$ cat config.mk
export PLATFORM = sky130hd
export DESIGN_NAME = hilo_mdu
export DESIGN_NICKNAME = d
export VERILOG_FILES = /design/src/rtl/hilo_mdu.sv
export SDC_FILE = /design/constraint.sdc
export NUM_CORES = 1
export LEC_CHECK = 0
export CAP_MARGIN = 15
export CORE_AREA = 10 10 136 138
export DETAILED_ROUTE_END_ITERATION = 6
export DIE_AREA = 0 0 146 148
export MAX_ROUTING_LAYER = met4
export PLACE_DENSITY_LB_ADDON = 0.15
export SYNTH_ARGS = -nofsm -noshare
export SYNTH_HDL_FRONTEND = slang
export SYNTH_SLANG_ARGS = --single-unit
$ cat constraint.sdc
create_clock -name clk -period 1.4 [get_ports clk]
set_input_delay 0.14 -clock clk [delete_from_list [all_inputs] [get_ports clk]]
set_output_delay 0.14 -clock clk [all_outputs]
set_load 0.03 [all_outputs]
$ cat src/rtl/hilo_mdu.sv
// hilo_mdu: multicycle multiply sequencer + HI/LO pair; commits LATENCY cycles after accept, busy stalls the pipe.
// Latency: LATENCY edges accept->commit; backpressure: start ignored while busy, mthi/mtlo dropped while busy.
// Optional MDU_SIGNED_EN: signed mult via magnitude conversion and result negation; undefined = multu only.
module hilo_mdu #(
   parameter int WIDTH   = 32,
   parameter int LATENCY = 3
) (
   input  logic               clk,
   input  logic               rst_n,
   input  logic               start,
   input  logic               sign,
   input  logic [WIDTH-1:0]   a,
   input  logic [WIDTH-1:0]   b,
   output logic [WIDTH-1:0]   mul_a,
   output logic [WIDTH-1:0]   mul_b,
   input  logic [2*WIDTH-1:0] mul_c,
   input  logic               hi_we,
   input  logic               lo_we,
   input  logic [WIDTH-1:0]   wdata,
   output logic               busy,
   output logic [WIDTH-1:0]   hi,
   output logic [WIDTH-1:0]   lo
);

   typedef enum logic {IDLE, BUSY} state_t;

   state_t             state, state_nxt;
   logic [3:0]         cnt;
   logic               accept, commit;
   logic [WIDTH-1:0]   a_mag, b_mag;
   logic [2*WIDTH-1:0] product;

`ifdef MDU_SIGNED_EN
   logic neg;

   assign a_mag   = (sign && a[WIDTH-1]) ? ('0 - a) : a;
   assign b_mag   = (sign && b[WIDTH-1]) ? ('0 - b) : b;
   assign product = neg ? ('0 - mul_c) : mul_c;

   always_ff @(posedge clk or negedge rst_n) begin
      if (!rst_n) begin
         neg <= 1'b0;
      end else if (accept) begin
         neg <= sign & (a[WIDTH-1] ^ b[WIDTH-1]);
      end
   end
`else
   logic unused_sign;

   assign unused_sign = sign;
   assign a_mag       = a;
   assign b_mag       = b;
   assign product     = mul_c;
`endif

   always_comb begin
      state_nxt = state;
      accept    = 1'b0;
      commit    = 1'b0;
      case (state)
         IDLE: begin
            if (start) begin
               accept    = 1'b1;
               state_nxt = BUSY;
            end
         end
         BUSY: begin
            // mul_c has had LATENCY cycles to settle from mul_a/mul_b
            if (cnt == 4'(LATENCY - 1)) begin
               commit    = 1'b1;
               state_nxt = IDLE;
            end
         end
         default: state_nxt = IDLE;
      endcase
   end

   always_ff @(posedge clk or negedge rst_n) begin
      if (!rst_n) begin
         state <= IDLE;
      end else begin
         state <= state_nxt;
      end
   end

   always_ff @(posedge clk or negedge rst_n) begin
      if (!rst_n) begin
         cnt   <= '0;
         mul_a <= '0;
         mul_b <= '0;
      end else if (accept) begin
         cnt   <= '0;
         mul_a <= a_mag;
         mul_b <= b_mag;
      end else if (state == BUSY) begin
         cnt   <= cnt + 4'd1;
      end
   end

   // mthi/mtlo land only while idle; a start on the same edge commits over them later
   always_ff @(posedge clk or negedge rst_n) begin
      if (!rst_n) begin
         hi <= '0;
         lo <= '0;
      end else if (commit) begin
         {hi, lo} <= product;
      end else if (state == IDLE) begin
         if (hi_we) hi <= wdata;
         if (lo_we) lo <= wdata;
      end
   end

   assign busy = (state == BUSY);

endmodule

==> results.toml, run 1 <==
[run_status]
status = "finished with violations"
violations = "negative setup slack"

[routing]
detail-route-antenna-nets = 0
wl_per_cell_um = 19.6
drt-initial-drc-count = 130
vias = 4690
drc = 0
first_pass_iters = 6
viasPerCell = 4.69
wirelength_um = 19600

[setup_path]
required_ns = 1.69
r2r-end = "lo[27]$_DFFE_PN0P_"
slowest_delay_ns = 0.38
cp.arrival_ns = 1.79
crit_chain = "inv_1 > ha_1 > nor4bb_4 > buf_6 > buf_12 > clkbuf_16 > o21ai_0"
r2r_start = "cnt[0]$_DFFE_PN0P_"
worstRegToRegCells = 7
cp-end-kind = "flip-flop"
cpMaxStageDelayCell = "dfrtp_1"
worstSetupPathType = "flip-flop to flip-flop"
worstPathMaxFanout = 11
ff2ff_setup_slack_ns = -0.1
startpoint_type = "flip-flop"

[power_and_ir_drop]
pwr-share-clk_pct = 20.1
powerDensity_mw_per_mm2 = 2430
combPwrFrac_pct = 51.3
swShare_pct = 41.0
power_mw = 23.8
power.leakage_nw = 4.69
switchingPower_mw = 9.79
ir_drop_v = 0.00112
internal-power_mw = 14.1
seqPwrFrac_pct = 28.6

[sta]
hold_viol_final = 0
setup_viol = 65
fin_crit_sh_pct = 107
report.final.slew_viol_count = 0
setup_ws_ns = -0.0999
rsz0062_at_grt = "true"
fmax_ghz = 0.667
clock_skew_ns = 0.00568
tightest_slew_ns = 0.506
fin_crit_ns = 1.50
relSlewSlack_pct = 66.3

[synthesis]
yosysSeqAreaShare_pct = 59.6
synth_top_area_share_pct = 59.6
syn_nets = 607
netlist_area_mm2 = 0.00559
ys_types = 21
ys_warn_count = 0
ys_ff_latch = 133
syn_inst = 439
syn_avg_cell_area_um2 = 12.7
synthTopCellsByArea = "dfrtp_1 60%, mux2_2 13%, mux2i_1 11%"
yosys.area.top_type = "dfrtp_1"

[job]
drv_cap = 0

[finish]
antenna_cells = 0
most-common-layout-cells = "163 x clkdlybuf4s50_1, 132 x dfrtp_1, 122 x dlygate4sd2_1, 68 x nand2_1"
finalNonFillerCells = 1001
final_area_mm2 = 0.00980
drive_gt1_share_pct = 19.7
syn_to_final_growth_pct = 75.4
utilization_pct = 62.4
layout_commonest_cell = "clkdlybuf4s50_1"
finalNetCount = 940

[clock_network]
htree_levels = 4
clkTransAtPathRegs_ns = 0.06
cts_buffer_depth = 2
cts_tree = "yes"
clk-insertion-delay-late_ns = 0.41
cts_root_buffer = "clkbuf_16"
cts_made_buffers = 17
cts.sinks = 133

[place]
hpwl_um = 14600
post-place-cells = 950
gp_congestion = 0.775
portBuffers = 293
placed_cell_area_mm2 = 0.00899
pre_cts_ws_ns = -0.190

[die]
io_pins = 295
start_util_pct = 35.5
core_area_mm2 = 0.0157
rows = 46
die_w_um = 146
die_area_mm2 = 0.0216
fp.dieH_um = 148

[global_route]
grt_overflow = 0
first_global_vias = 5176
antenna_found_initial = 0
grt_pass1_wl_um = 29000
grt_use_total_pct = 17.7
grt_max_degree = 53

[min_path]
worstHoldPathType = "input port to async pin"
-- cells by family after synthesis --
| group | count (synthesis) | synth area share [%] |
|---|---|---|
| compound gates | 68 | 6.14 |
| xor+xnor | 2 | 0.314 |
| fa+ha+maj | 2 | 0.448 |
| buf+inv | 31 | 3.56 |
| flops | 133 | 59.6 |
| mux | 128 | 24.4 |
| simple gates | 75 | 5.58 |
-- Yosys cell counts --
cell      count
dfrtp_1     133
nor2_1        2
buf_4        12
mux2_2       64
clkbuf_2      3
o22ai_1       2
clkbuf_1      2
ha_1          2
nor4bb_4      1
mux2i_1      64
xnor2_1       1
nand2_1      68
xor2_1        1
nand2b_1      2
buf_2         9
buf_6         3
inv_1         2
nand3_1       1
o21ai_1       5
nor2b_1       1
o21ai_0      61
-- power by group through the flow --
| stage | clock [mW] | sequential [mW] | combinational, mW |
|---|---|---|---|
| floorplan | 0 | 10.6 | 3.29 |
| global placement | 0 | 6.84 | 12.7 |
| detailed placement | 0 | 6.94 | 12.9 |
| CTS | 4.92 | 6.83 | 11.7 |
| global route | 5.12 | 7.06 | 13.1 |
| finish | 4.80 | 6.81 | 12.2 |
-- area by class of cell --
| type | count | area (um2) |
|---|---|---|
| clock buffer | 20 | 467 |
| sequential | 133 | 3330 |
| timing repair buffer | 343 | 3470 |
| inverter | 2 | 7.51 |
| multi-input combinational | 275 | 2080 |
| tap | 216 | 270 |
| clock inverter | 12 | 175 |
| fill | 1312 | 5910 |
-- metrics by stage --
step / TNS [ns] / hold WS [ns]
after floorplan: 0 / -0.156
after global placement: -9.13 / 0.130
after detailed placement: -11.05 / 0.129
after CTS: -2.04 / 0.250
after global routing: -12.53 / 0.271
final: -4.00 / 0.242
-- worst max path at each step --
stage | depth (start not counted) | to | from
2_1_floorplan | 6 | hi[15]$_DFFE_PN0P_ | busy$_DFF_PN0_
3_3_place_gp | 4 | mul_b[26]$_DFFE_PN0P_ | start
3_5_place_dp | 4 | mul_b[25]$_DFFE_PN0P_ | start
4_1_cts | 7 | hi[31]$_DFFE_PN0P_ | cnt[0]$_DFFE_PN0P_
5_1_grt | 7 | lo[1]$_DFFE_PN0P_ | cnt[0]$_DFFE_PN0P_
6_report | 7 | lo[27]$_DFFE_PN0P_ | cnt[0]$_DFFE_PN0P_
-- layer usage --
layer	wire [um]	vias up	global-route usage [%]	part of all wire, %
met1	7580	2290	18.6	39
met4	314	0	6.21	1.6
met5	0	-	-	0
met3	1310	20	6.14	6.7
li1	-	2198	-	-
met2	10400	182	30.5	53
-- critical path, delay by kind of cell, from the launching register on --
| kind | cells | cell delay [ns] |
|---|---|---|
| buffers and inverters | 4 | 0.55 |
| flip-flops | 1 | 0.38 |
| AND/OR/NAND/NOR | 1 | 0.21 |
| adder cells (fa/ha/maj) | 1 | 0.15 |
| AO/OA/AOI/OAI | 1 | 0.09 |
-- registers in the layout, summed over array words and instances, names as in the netlist --
register and count:
busy 1, cnt 4, hi 32, lo 32, mul_a 32, mul_b 32
-- timing repair --
item                       4_1_cts  5_1_grt
pin swaps                        0        0
hold buffers                     1        0
cloned                           0        9
buffers inserted                 1        8
resized for setup              142       30
setup endpoints to repair      191      109
hold endpoints to repair        45        0
(Power assumes the default switching activity.)
==> inputs of run 2 (changes only) <==
--- a/config.mk
+++ b/config.mk
@@ -5,7 +5,6 @@
 export SDC_FILE = /design/constraint.sdc
 export NUM_CORES = 1
 export LEC_CHECK = 0
-export CAP_MARGIN = 15
 export CORE_AREA = 10 10 136 138
 export DETAILED_ROUTE_END_ITERATION = 6
 export DIE_AREA = 0 0 146 148
==> results of run 2 <==
The final DEF is identical to that of run 1; final timing and power are the same.
==> inputs of run 3 (changes only) <==
--- a/config.mk
+++ b/config.mk
@@ -13,3 +13,4 @@
 export SYNTH_ARGS = -nofsm -noshare
 export SYNTH_HDL_FRONTEND = slang
 export SYNTH_SLANG_ARGS = --single-unit
+export TNS_END_PERCENT = 20
==> run 3 against run 2 <==
Effect of this change:
- the run still ends with negative setup slack left
- maximum frequency down 2.1%
- utilization decreased by 0.47 points
- global-route usage fell by 0.053 points
- non-clock buffer count down 8
- cell count decreased by 0.80%
- cell area shrank 0.75%
- clock power hardly changed
- clock-buffer cell count stayed put
- register-to-register slack worse by 0.03 ns
- setup slack got worse by 0.032 ns
- sequential share of layout area increased by 0.26 points
==> results.toml, run 3 (synthesized netlist as in run 1, its figures left out) <==
[run_status]
status = "finished with violations"
violations = "negative setup slack"

[power_and_ir_drop]
power.leakage_nw = 4.65
internal-power_mw = 14.0
switchingPower_mw = 9.73
ir_drop_v = 0.00112
combPwrFrac_pct = 51.0
powerDensity_mw_per_mm2 = 2440
swShare_pct = 41.0
seqPwrFrac_pct = 28.7
pwr-share-clk_pct = 20.3

[clock_network]
cts_tree = "yes"
clkTransAtPathRegs_ns = 0.06
cts_root_buffer = "clkbuf_16"
cts_buffer_depth = 2
cts_made_buffers = 17
htree_levels = 4
cts.sinks = 133
clk-insertion-delay-late_ns = 0.41

[finish]
most-common-layout-cells = "163 x clkdlybuf4s50_1, 132 x dfrtp_1, 122 x dlygate4sd2_1, 68 x nand2_1, 64 x mux2i_1"
fill_cells = 1318
finalNetCount = 932
antenna_cells = 0
layout_commonest_cell = "clkdlybuf4s50_1"
drive_gt1_share_pct = 19.0
syn_to_final_growth_pct = 74.1
finalNonFillerCells = 993

[sta]
fin_setup_tns_ns = -5.66
whs_ns = 0.242
rsz0062_at_grt = "true"
hold_viol_final = 0
fin_crit_ns = 1.53
fin_crit_sh_pct = 109
tightest_slew_ns = 0.503
clock_skew_ns = 0.00775
report.final.slew_viol_count = 0
fmax_ghz = 0.653
setup_viol = 65
setup_ws_ns = -0.132
relSlewSlack_pct = 66.4

[setup_path]
endpoint = "hi[27]$_DFFE_PN0P_"
cp-end-kind = "flip-flop"
ff2ff_setup_slack_ns = -0.13
slowest_delay_ns = 0.38
r2r_start = "cnt[0]$_DFFE_PN0P_"
worstPathMaxFanout = 11
r2r-end = "hi[27]$_DFFE_PN0P_"
crit_chain = "inv_1 > ha_1 > nor4bb_4 > buf_6 > clkbuf_16 > clkbuf_16 > o21ai_0"
required_ns = 1.69
cpMaxStageDelayCell = "dfrtp_1"
cp_num_buf_inv = 4
critPathTopFamily = "buffers and inverters"
worstSetupPathType = "flip-flop to flip-flop"
crit_top_cell = "clkbuf_16"
cp.arrival_ns = 1.82
startpoint = "cnt[0]$_DFFE_PN0P_"
crit_cells = 7
startpoint_type = "flip-flop"
worstRegToRegCells = 7

[routing]
drc = 0
viasPerCell = 4.66
vias = 4631
wirelength_um = 19200
drt-initial-drc-count = 127
first_pass_iters = 5
detail-route-antenna-nets = 0
wl_per_cell_um = 19.4

[global_route]
grt_pass1_wl_um = 28900
antenna_found_initial = 0
grt_max_degree = 53
grt_overflow = 0
grt_use_total_pct = 17.6
first_global_vias = 5171

[place]
hpwl_um = 14600
post-place-cells = 950
gp_congestion = 0.775
portBuffers = 293
pre_cts_ws_ns = -0.190

[die]
die_w_um = 146
io_pins = 295
fp.dieH_um = 148
core_area_mm2 = 0.0157
die_area_mm2 = 0.0216
start_util_pct = 35.5
rows = 46

[job]
drv_cap = 0

[min_path]
worstHoldPathType = "input port to async pin"
run 3: worst reg2reg max path: stages (launching register included):
cell and delay, ns:
dfrtp_1 0.38, inv_1 0.06, ha_1 0.15, nor4bb_4 0.23
buf_6 0.19, clkbuf_16 0.16, clkbuf_16 0.15, o21ai_0 0.09
run 3: layer usage:
layer	global-route usage, %	up-vias	wire length (um)
met4	6.21	0	325
li1	-	2180	-
met5	-	-	0
met2	30.4	173	10200
met1	18.6	2254	7450
met3	6.07	24	1290
run 3: power by group through the flow:
stage	combinational, mW	clock (mW)	sequential (mW)
final	12.1	4.81	6.81
after global placement	12.7	0	6.84
after detailed placement	12.9	0	6.94
after floorplan	3.29	0	10.6
after CTS	11.7	4.92	6.83
after global routing	12.9	5.12	7.06
run 3: worst min path at each step:
stage | from | endpoint | slack [ns] | depth (start not counted)
6_report | rst_n | hi[30]$_DFFE_PN0P_ | 0.24 | 2
5_1_grt | mul_c[41] | hi[9]$_DFFE_PN0P_ | 0.27 | 3
4_1_cts | mul_c[15] | lo[15]$_DFFE_PN0P_ | 0.25 | 3
3_5_place_dp | rst_n | hi[30]$_DFFE_PN0P_ | 0.13 | 1
3_3_place_gp | rst_n | lo[2]$_DFFE_PN0P_ | 0.13 | 1
2_1_floorplan | rst_n | busy$_DFF_PN0_ | -0.16 | 0
run 3: cell type report:
type | instances | area, um2 | area share (%)
clock inverters | 12 | 175 | 1.80
clock buffers | 20 | 467 | 4.80
multi-input cells | 275 | 2090 | 21.5
inverters | 2 | 7.51 | 0.0772
well taps | 216 | 270 | 2.78
flip-flops and latches | 133 | 3330 | 34.2
repair buffers | 335 | 3390 | 34.8
run 3: repair_timing:
item / CTS / global route
cloned: 0 / 6
setup buffers: 0 / 4
endpoints found under the hold margin: 45 / 0
endpoints found under the setup margin: 191 / 109
hold buffers: 1 / 0
gates resized for setup: 143 / 29
run 3: metrics by stage:
step	instance area [um2]	utilization (%)	power, mW
3_5_place_dp	8990	57.2	19.8
5_1_grt	9730	61.9	25.1
4_1_cts	9480	60.4	23.4
3_3_place_gp	8990	57.2	19.5
2_1_floorplan	5590	-	13.9
6_report	9730	61.9	23.7
